--- src/rtl/button_inport.sv ---
// ============================================================================
// Module   : button_inport
// Purpose  : Debounced push-button input port. Each raw pin is synchronized,
//            debounced into a LEVEL register, and rising level transitions
//            latch sticky bits in an EVENT register that clears on read.
// Options  : INPORT_IRQ_EN - when defined, adds the irq output (registered
//            OR of all pending event bits).
// Revision : 1.0 - initial release
// ============================================================================
`default_nettype none

module button_inport #(
  parameter int N_PINS          = 4,
  parameter int DEBOUNCE_CYCLES = 120000
) (
  input  logic              clk_core,
  input  logic              resetn,
  input  logic [N_PINS-1:0] pins,
  input  logic              rd,
  input  logic              addr,
`ifdef INPORT_IRQ_EN
  output logic              irq,
`endif
  output logic [15:0]       rdata
);

  localparam int CNT_W = $clog2(DEBOUNCE_CYCLES + 1);
  localparam logic [CNT_W-1:0] c_cnt_max = CNT_W'(DEBOUNCE_CYCLES - 1);

  logic [N_PINS-1:0] r_sync1;
  logic [N_PINS-1:0] r_sync2;
  logic [N_PINS-1:0] r_level;
  logic [N_PINS-1:0] r_event;
  logic [15:0]       r_rdata;

  logic [N_PINS-1:0] w_level_next;
  logic [N_PINS-1:0] w_rise;
  logic [N_PINS-1:0] w_clear;
  logic [N_PINS-1:0] w_event_next;
  logic [15:0]       w_read_val;

  // Two-flop synchronizer on the raw asynchronous pins
  always_ff @(posedge clk_core or negedge resetn) begin
    if (!resetn) begin
      r_sync1 <= '0;
      r_sync2 <= '0;
    end else begin
      r_sync1 <= pins;
      r_sync2 <= r_sync1;
    end
  end

  // Per-pin debounce: a level is accepted only after it differs from the
  // current level for DEBOUNCE_CYCLES consecutive edges; any agreement
  // restarts the count, so glitches never accumulate.
  for (genvar i = 0; i < N_PINS; i++) begin : g_pin
    logic [CNT_W-1:0] r_cnt;
    logic             w_diff;
    logic             w_done;

    assign w_diff          = r_sync2[i] ^ r_level[i];
    assign w_done          = w_diff && (r_cnt == c_cnt_max);
    assign w_level_next[i] = w_done ? r_sync2[i] : r_level[i];

    // Stable-cycle counter for this pin
    always_ff @(posedge clk_core or negedge resetn) begin
      if (!resetn) begin
        r_cnt <= '0;
      end else if (!w_diff || w_done) begin
        r_cnt <= '0;
      end else begin
        r_cnt <= r_cnt + 1'b1;
      end
    end
  end

  // A new rising edge wins over a simultaneous clearing read, so the clear
  // mask is the pre-edge event value and the rise is OR-ed in afterwards.
  assign w_rise       = w_level_next & ~r_level;
  assign w_clear      = (rd && addr) ? r_event : '0;
  assign w_event_next = (r_event & ~w_clear) | w_rise;
  assign w_read_val   = addr ? 16'(r_event) : 16'(r_level);

  // Level, event and read-data registers
  always_ff @(posedge clk_core or negedge resetn) begin
    if (!resetn) begin
      r_level <= '0;
      r_event <= '0;
      r_rdata <= '0;
    end else begin
      r_level <= w_level_next;
      r_event <= w_event_next;
      if (rd) begin
        r_rdata <= w_read_val;
      end
    end
  end

  assign rdata = r_rdata;

`ifdef INPORT_IRQ_EN
  logic r_irq;

  // Interrupt tracks the next event value so it moves on the same edge
  always_ff @(posedge clk_core or negedge resetn) begin
    if (!resetn) begin
      r_irq <= 1'b0;
    end else begin
      r_irq <= |w_event_next;
    end
  end

  assign irq = r_irq;
`endif

endmodule

`default_nettype wire

--- config.mk ---
export PLATFORM = sky130hd
export DESIGN_NAME = button_inport
export DESIGN_NICKNAME = d
export VERILOG_FILES = /design/src/rtl/button_inport.sv
export SDC_FILE = /design/constraint.sdc
export NUM_CORES = 1
export LEC_CHECK = 0
export BUFFER_PORTS_ARGS = -buffer_cell sky130_fd_sc_hd__clkbuf_2
export CAP_MARGIN = 0
export CORE_UTILIZATION = 55
export DETAILED_ROUTE_END_ITERATION = 7
export PLACE_DENSITY = 0.73
export SKIP_CTS_REPAIR_TIMING = 1
export SLEW_MARGIN = 20
export SYNTH_ARGS = -nofsm -noshare
export SYNTH_HDL_FRONTEND = slang
export SYNTH_SLANG_ARGS = --single-unit
--- constraint.sdc ---
create_clock -name clk_core -period 2 [get_ports clk_core]
set_clock_uncertainty 0.1 [all_clocks]
set_input_delay 0.2 -clock clk_core [delete_from_list [all_inputs] [get_ports clk_core]]
set_output_delay 0.2 -clock clk_core [all_outputs]
set_load 0.005 [all_outputs]
* Word-level counts from Yosys, hierarchy flattened
Index checks and enable logic that the tools add are counted.
Storage, ports and cells: flip-flop bits (word level) 100
Cells by class: equality and inequality tests 4, multiplexer cells 10, add/sub/neg operators 4, bitwise logic cells 9, reduce and logical (&&, ||, !) cells 13
Operators with widths (count):
- $add A17 B1 Y17 const B | 4
- $eq A17 B17 Y1 const B | 4
- $mux W17 | 4
- $and A4 B4 Y4 | 2
- $mux W4 | 2
- $not A4 Y4 | 2
- $logic_and A1 B1 Y1 | 5
- $logic_not A1 Y1 | 4
- $logic_or A1 B1 Y1 | 4
- $mux W1 | 4
- $or A4 B4 Y4 | 1
- $xor A1 B1 Y1 | 4

* Logic depth before layout (Yosys ltp)
Gate-level depths: netlist (run 1).
depth in word-level cells 5, mapped depth 7

* Least setup slack after synthesis (run 1)
Ideal clock, no wire load.
path type register -> register, start register g_pin[3].r_cnt[0], end register g_pin[3].r_cnt[10], setup slack 102 ps, library setup time 119 ps, required time 1781 ps, clock period less this slack 1898 ps, arrival 1679 ps, path buffers 1, stages on the path, launching flop included 7, cell sequence dfrtp_1 ha_1 nand2_1 or3_4 o31ai_4 buf_6 nor2_2
Between the ends: word-level cells in the longest chain between the ends 4, elaborated cells on any way between the ends 5, those cells by class add/sub (1); eq/ne (1); mux (1); reduce/logical (2)
RTL lines:
- from (decl) | line 57 | logic [CNT_W-1:0] r_cnt;
- from (signal assigned) | line 72 | r_cnt <= r_cnt + 1'b1;
- parallel branches: the longest is 3 deep, another holds $add A17 B1 Y17
- $mux W17 (*) | line 69 | end else if (!w_diff || w_done) begin
Every way passes the cells marked *. A chain may end at the register's enable or synchronous reset.

* Worst setup path in the final report (run 1)
start register g_pin[2].r_cnt[0], end register g_pin[2].r_cnt[16]
Between the ends: word-level cells in the longest chain between the ends 4, elaborated cells on any way between the ends 5, those cells by class add/sub (1); eq/ne (1); mux (1); reduce/logical (2)
RTL lines (line):
- from (decl) | 57
- from (signal assigned) | 72
- parallel branches: the longest is 3 deep, another holds $add A17 B1 Y17
- $mux W17 (*) | 69
Marked as above.

==> results of run 1 <==
-- per-stage QoR --
step	total power, mW	worst slack [ns]
6_report	3.07	0.0990
5_1_grt	3.22	0.0153
4_1_cts	3.12	0.0355
3_5_place_dp	2.03	0.0738
3_3_place_gp	2.03	0.120
2_1_floorplan	1.97	0.102
-- where the power goes --
group | switching, mW | total (mW) | internal, mW
Clock | 0.584 | 1.07 | 0.483
Sequential | 0.0313 | 1.84 | 1.81
Combinational | 0.0999 | 0.159 | 0.0589
Total | 0.715 | 3.07 | 2.35
-- registers in the layout, summed over array words and instances, names as in the netlist --
register / cells
r_sync2: 4
rdata: 4
r_sync1: 4
r_event: 4
r_level: 4
g_pin.r_cnt: 68
-- layout make-up --
type,count,area [um2],share of cell area (%)
tap,99,124,2.64
clock buffer,13,149,3.17
inverter,12,45.0,0.959
sequential,88,2200,46.9
clock inverter,2,16.3,0.346
multi-input combinational,307,1930,41.0
timing repair buffer,31,233,4.95
-- cells by family (layout without fill, tap and decap cells) --
logic type / count (synthesis) / count (layout)
AND/OR/NAND/NOR: 202 / 202
flip-flops: 88 / 88
XOR/XNOR: 57 / 57
buffers and inverters: 33 / 58
AO/OA/AOI/OAI: 25 / 25
multiplexers: 7 / 7
adder cells (fa/ha/maj): 4 / 4
other: 1 / 12
-- worst paths after layout --
check                                                    end                        start  slack (ns)  depth (start not counted)
worst max-delay path            g_pin[2].r_cnt[16]$_DFF_PN0_  g_pin[2].r_cnt[0]$_DFF_PN0_         0.1                          5
worst min-delay path                    rdata[0]$_DFFE_PN0P_                           rd        0.06                          2
worst max register to register  g_pin[2].r_cnt[16]$_DFF_PN0_  g_pin[2].r_cnt[0]$_DFF_PN0_         0.1                          5
worst min register to register          r_sync2[2]$_DFF_PN0_         r_sync1[2]$_DFF_PN0_        0.25                          0
max in group asynchronous               r_sync1[0]$_DFF_PN0_                       resetn        0.91                          3
min in group asynchronous       g_pin[1].r_cnt[15]$_DFF_PN0_                       resetn        0.28                          2
-- cell usage after synthesis, types with 2 or more instances --
cell type and instances:
buf_4 12, and4_1 4, xor2_1 19, or4_1 2, nor2_1 59, xnor2_1 38, and3_1 6, ha_1 4
nand4_1 19, nor4b_1 4, nor4_1 14, nand2b_1 2, o21ai_0 6, buf_2 4, a22o_1 2, nor2_2 10
nor2b_1 3, nand3_1 20, nor3_1 15, mux2i_1 4, nand4bb_1 2, clkbuf_1 4, mux2_1 2, inv_1 12
or3b_1 2, a21oi_1 11, nor4bb_1 3, o41ai_1 2, dfrtp_1 88, nand2_1 25, or3_1 5
-- routing by layer --
metal,share of wire (%),up-vias,track usage [%]
li1,-,1480,-
met3,3.0,8,5.25
met1,49,1428,26.9
met4,1.2,0,6.32
met5,0,-,0
met2,47,45,30.9
-- worst max-delay path, delay by kind of cell (launching register included) --
| family | cells | cell delay [ns] |
|---|---|---|
| and+or+nand+nor | 3 | 0.95 |
| DFF | 1 | 0.40 |
| AOI/OAI and AO/OA | 1 | 0.14 |
| adders and majority gates | 1 | 0.23 |
==> impl_metrics.json, run 1 <==
{
  "path_cells": "ha_2 > nand4_1 > or4_1 > or3_1 > a21oi_1",
  "die_y_um": 90.0,
  "ios": 24,
  "tns_ns": 0,
  "diodes": 0,
  "place_area_um2": 4470,
  "relSlewSlack_pct": 63.9,
  "cts_sinks": 88,
  "clk_pin_slew_worst_paths_ns": 0.08,
  "cp_slowest_stage_delay_ns": 0.52,
  "dpl.cell_count": 532,
  "yosysSeqAreaShare_pct": 51.7,
  "hpwl_um": 5130,
  "worstSetupStartpointType": "register",
  "max_freq_mhz": 526,
  "async_reset_ff_share_pct": 100,
  "rows": 31,
  "worst_pin_slew_ns": 0.541,
  "rsz0062_at_grt": "no",
  "drt-wirelength-per-cell_um": 13.4,
  "final_cell_mix": "dfrtp_1 (88), nor2_1 (59), xnor2_1 (38)",
  "yosys_most_used_dff": "dfrtp_1",
  "nNetsFinal": 461,
  "ys_top_cells_by_area": "dfrtp_1 (52%), xnor2_1 (7.8%), nor2_1 (5.2%)",
  "drc": 0,
  "synth_top_family_by_area": "simple AND/OR/NAND/NOR gates",
  "layout_commonest_cell": "dfrtp_1",
  "track_usage_pct": 19.8,
  "maxCapViolCount": 0,
  "ys_ff_latch": 88,
  "cts_buffers": 9,
  "synth.area.mux_share_pct": 1.73,
  "start_util_pct": 57.8,
  "cp.required_ns": 2.17,
  "worstPathMaxFanout": 5,
  "synth_edf_count": 0,
  "grt_pass1_wl_um": 12900,
  "p_leak_nw": 1.93,
  "slowest_stage": "or4_1",
  "synth.top_cell.area_share_pct": 51.7,
  "h-tree-depth": 3,
  "ant_nets": 0,
  "synth_fa_ha_area_share_pct": 1.17,
  "setup_violations": 0,
  "port_buffers": 11,
  "final.period_utilization_pct": 95.0,
  "final_cell_area_um2": 4700,
  "finalHoldViolCount": 0,
  "place_congestion": 0.853,
  "min_path_type": "in2reg",
  "drive_above_1_share_pct": 12.4,
  "crit_type": "reg2reg",
  "vias_per_cell": 5.36,
  "slew_violations": 0,
  "areaGrowthSynthToFinish_pct": 10.2,
  "ys_warn_count": 0,
  "cts_root_buf": "clkbuf_8",
  "cp.arrival_ns": 2.08,
  "status": "finished, final reports clean",
  "fin_util_pct": 63.7,
  "worstSkewPairLatency_ns": 0.35,
  "power_density_nw_per_um2": 653,
  "period_needed_ns": 1.90,
  "syn_area_um2": 4260,
  "peakVddDrop_mv": 0.382,
  "n_fill_cell": 616,
  "firstDrtPassIters": 4,
  "fin_cells": 552,
  "clk_path_buf_depth": 2,
  "timing.hold.ws_ns": 0.0614,
  "synth.distinct_cells": 45,
  "critical_path.endpoint_type": "register",
  "cts_tree": "done",
  "overflow": 0,
  "dieWidth_um": 90.0,
  "grt_max_degree": 43,
  "grt_antenna_before_repair": 0,
  "synth-compound-area-share_pct": 4.02,
  "die_area_um2": 8110,
  "synth_xor_area_share_pct": 11.7,
  "wirelength_um": 7420,
  "avgSynthCellArea_um2": 10.2,
  "num_vias": 2961,
  "netlist_instances": 417,
  "grt_pass1_vias": 2839,
  "coreArea_um2": 7370,
  "synth-simple-area-share_pct": 25.4,
  "yosysTopAreaCell": "dfrtp_1",
  "first_iter_violations": 87
}
Power figures use the tool's default switching activity.
==> inputs of run 2 (changes only) <==
ABC_AREA = 1   (was unset)
==> impl_metrics.json, run 2 <==
{
  "vias_per_cell": 5.02,
  "netlist_instances": 582,
  "cpMostUsedCell": "nand2_1",
  "tns_ns": 0,
  "setup_violations": 0,
  "power_mw": 3.29,
  "p_leak_nw": 2.22,
  "coreArea_um2": 7890,
  "track_usage_pct": 21.7,
  "async_reset_ff_share_pct": 100,
  "dieWidth_um": 93.3,
  "yosys_most_used_dff": "dfrtp_1",
  "h-tree-depth": 3,
  "layout_commonest_cell": "nor2_1",
  "areaGrowthSynthToFinish_pct": 8.05,
  "peakVddDrop_mv": 0.652,
  "grt_antenna_before_repair": 0,
  "cts_sinks": 88,
  "cts_tree": "done",
  "slew_violations": 0,
  "clk_pin_slew_worst_paths_ns": 0.09,
  "worstSetupStartpointType": "register",
  "firstDrtPassIters": 5,
  "cts_buffers": 9,
  "path_cells": "ha_1 > nand3_1 > inv_1 > nand2_1 > inv_1 > nand2_1 > nand2_1 > nand2_1 > nor2_1",
  "syn_area_um2": 4580,
  "regMostFlops": "g_pin.r_cnt",
  "final.period_utilization_pct": 76.4,
  "cp_slowest_stage_delay_ns": 0.41,
  "grt_max_degree": 38,
  "cp.arrival_ns": 1.69,
  "yosysTopAreaCell": "dfrtp_1",
  "critical_path.endpoint_type": "register",
  "synth.top_cell.area_share_pct": 48.0,
  "crit_type": "reg2reg",
  "final_cell_mix": "nor2_1 (143), nand2_1 (133), dfrtp_1 (88)",
  "ant_nets": 0,
  "synth.distinct_cells": 26,
  "drt-wirelength-per-cell_um": 11.6,
  "ys_ff_latch": 88,
  "ys_warn_count": 0,
  "largest_register_ffs": 68,
  "internal-power_mw": 2.49,
  "wirelength_um": 8240,
  "grt_pass1_vias": 3541,
  "rows": 32,
  "cts_root_buf": "clkbuf_8",
  "cp.required_ns": 2.16,
  "ys_top_cells_by_area": "dfrtp_1 (48%), nor2_1 (12%), nand2_1 (11%)",
  "avgSynthCellArea_um2": 7.87,
  "drc": 0,
  "die_area_um2": 8700,
  "clockPowerShare_pct": 39.6,
  "seqPwrFrac_pct": 55.8,
  "hpwl_um": 5950,
  "worstPathMaxFanout": 4,
  "place_congestion": 0.913,
  "ios": 24,
  "maxCapViolCount": 0,
  "ys_top_cells_by_count": "nor2_1 (143), nand2_1 (133), dfrtp_1 (88)",
  "num_vias": 3567,
  "synth_edf_count": 0,
  "status": "finished, final reports clean",
  "slowest_stage": "dfrtp_1",
  "min_path_type": "in2reg",
  "synth.most_common_cell": "nor2_1",
  "combPwrFrac_pct": 4.5,
  "nNetsFinal": 616,
  "period_needed_ns": 1.53,
  "cp_num_buf_inv": 2,
  "max_freq_mhz": 654,
  "n_fill_cell": 721,
  "overflow": 0,
  "worstSkewPairLatency_ns": 0.36,
  "critPathTopFamily": "simple AND/OR/NAND/NOR gates",
  "port_buffers": 11,
  "finalHoldViolCount": 0,
  "p_sw_share_pct": 24.2,
  "clk_path_buf_depth": 2,
  "die_y_um": 93.3,
  "power_density_nw_per_um2": 664,
  "rsz0062_at_grt": "no",
  "start_util_pct": 58.1,
  "first_iter_violations": 132,
  "yosysSeqAreaShare_pct": 48.0,
  "grt_pass1_wl_um": 15000,
  "power_switching_mw": 0.795,
  "drive_above_1_share_pct": 7.06,
  "diodes": 0
}
## run 2: cell types whose count changed in the layout (fill, tap and decap cells not counted), sizes merged, moves of 13 or more
cell   before  now
buf        16    3
inv        12   64
nand2      25  138
nand3      21   38
nor2       69  147
nor3       15    2
nor4       14    0
xnor2      38    9
## run 2: area by class of cell
type | instances | area (um2) | area share, %
inverters | 61 | 229 | 4.62
multi-input cells | 426 | 2050 | 41.3
flip-flops and latches | 88 | 2200 | 44.5
clock inverters | 6 | 73.8 | 1.49
repair buffers | 18 | 135 | 2.73
well taps | 102 | 128 | 2.58
clock buffers | 10 | 138 | 2.78
## run 2: layer usage
layer / part of all wire (%) / vias to the layer above / global-route usage (%) / wire (um)
li1: - / 1819 / - / -
met1: 48 / 1673 / 28.2 / 3950
met2: 47 / 61 / 36.4 / 3870
met3: 2.9 / 14 / 3.17 / 239
met4: 2.2 / 0 / 8.97 / 179
met5: 0 / - / 0 / 0
## run 2: worst paths after layout
check	slack, ns	end	start	cells after the start
worst max register to register	0.47	g_pin[2].r_cnt[12]$_DFF_PN0_	g_pin[2].r_cnt[0]$_DFF_PN0_	9
min in group asynchronous	0.24	g_pin[2].r_cnt[16]$_DFF_PN0_	resetn	2
worst min-delay path	0.08	rdata[3]$_DFFE_PN0P_	addr	3
max in group asynchronous	0.95	r_sync1[3]$_DFF_PN0_	resetn	3
worst min register to register	0.25	r_sync2[3]$_DFF_PN0_	r_sync1[3]$_DFF_PN0_	0
worst max-delay path	0.47	g_pin[2].r_cnt[12]$_DFF_PN0_	g_pin[2].r_cnt[0]$_DFF_PN0_	9
## run 2: cell families after synthesis
family          count (synthesis)  share of synthesized area (%)
compound gates                 29                           3.52
flops                          88                           48.0
other cells                     1                         0.0818
fa+ha+maj                       4                           1.09
xor+xnor                       40                           7.64
simple gates                  341                           31.4
buf+inv                        79                           8.19
## run 2: worst min-delay path, cell delays in order
cell	delay, ns
clkbuf_2	0.16
nand2_1	0.09
a21oi_1	0.06
## run 2: power by group through the flow
| stage | registers, mW | logic [mW] | clock network, mW |
|---|---|---|---|
| floorplan | 1.87 | 0.101 | 0 |
| global placement | 1.87 | 0.141 | 0 |
| detailed placement | 1.87 | 0.146 | 0 |
| CTS | 1.84 | 0.147 | 1.35 |
| global route | 1.84 | 0.176 | 1.43 |
| finish | 1.84 | 0.149 | 1.30 |
## run 2: per-stage QoR
stage	utilization, %	hold slack (ns)	area [um2]	setup slack, ns	std cells
6_report	62.8	0.0784	4950	0.471	711
5_1_grt	62.8	0.0948	4950	0.295	711
2_1_floorplan	-	-0.196	4620	0.587	593
3_3_place_gp	59.5	0.0988	4690	0.530	690
4_1_cts	62.2	-0.295	4900	0.463	706
3_5_place_dp	59.5	0.105	4690	0.488	690
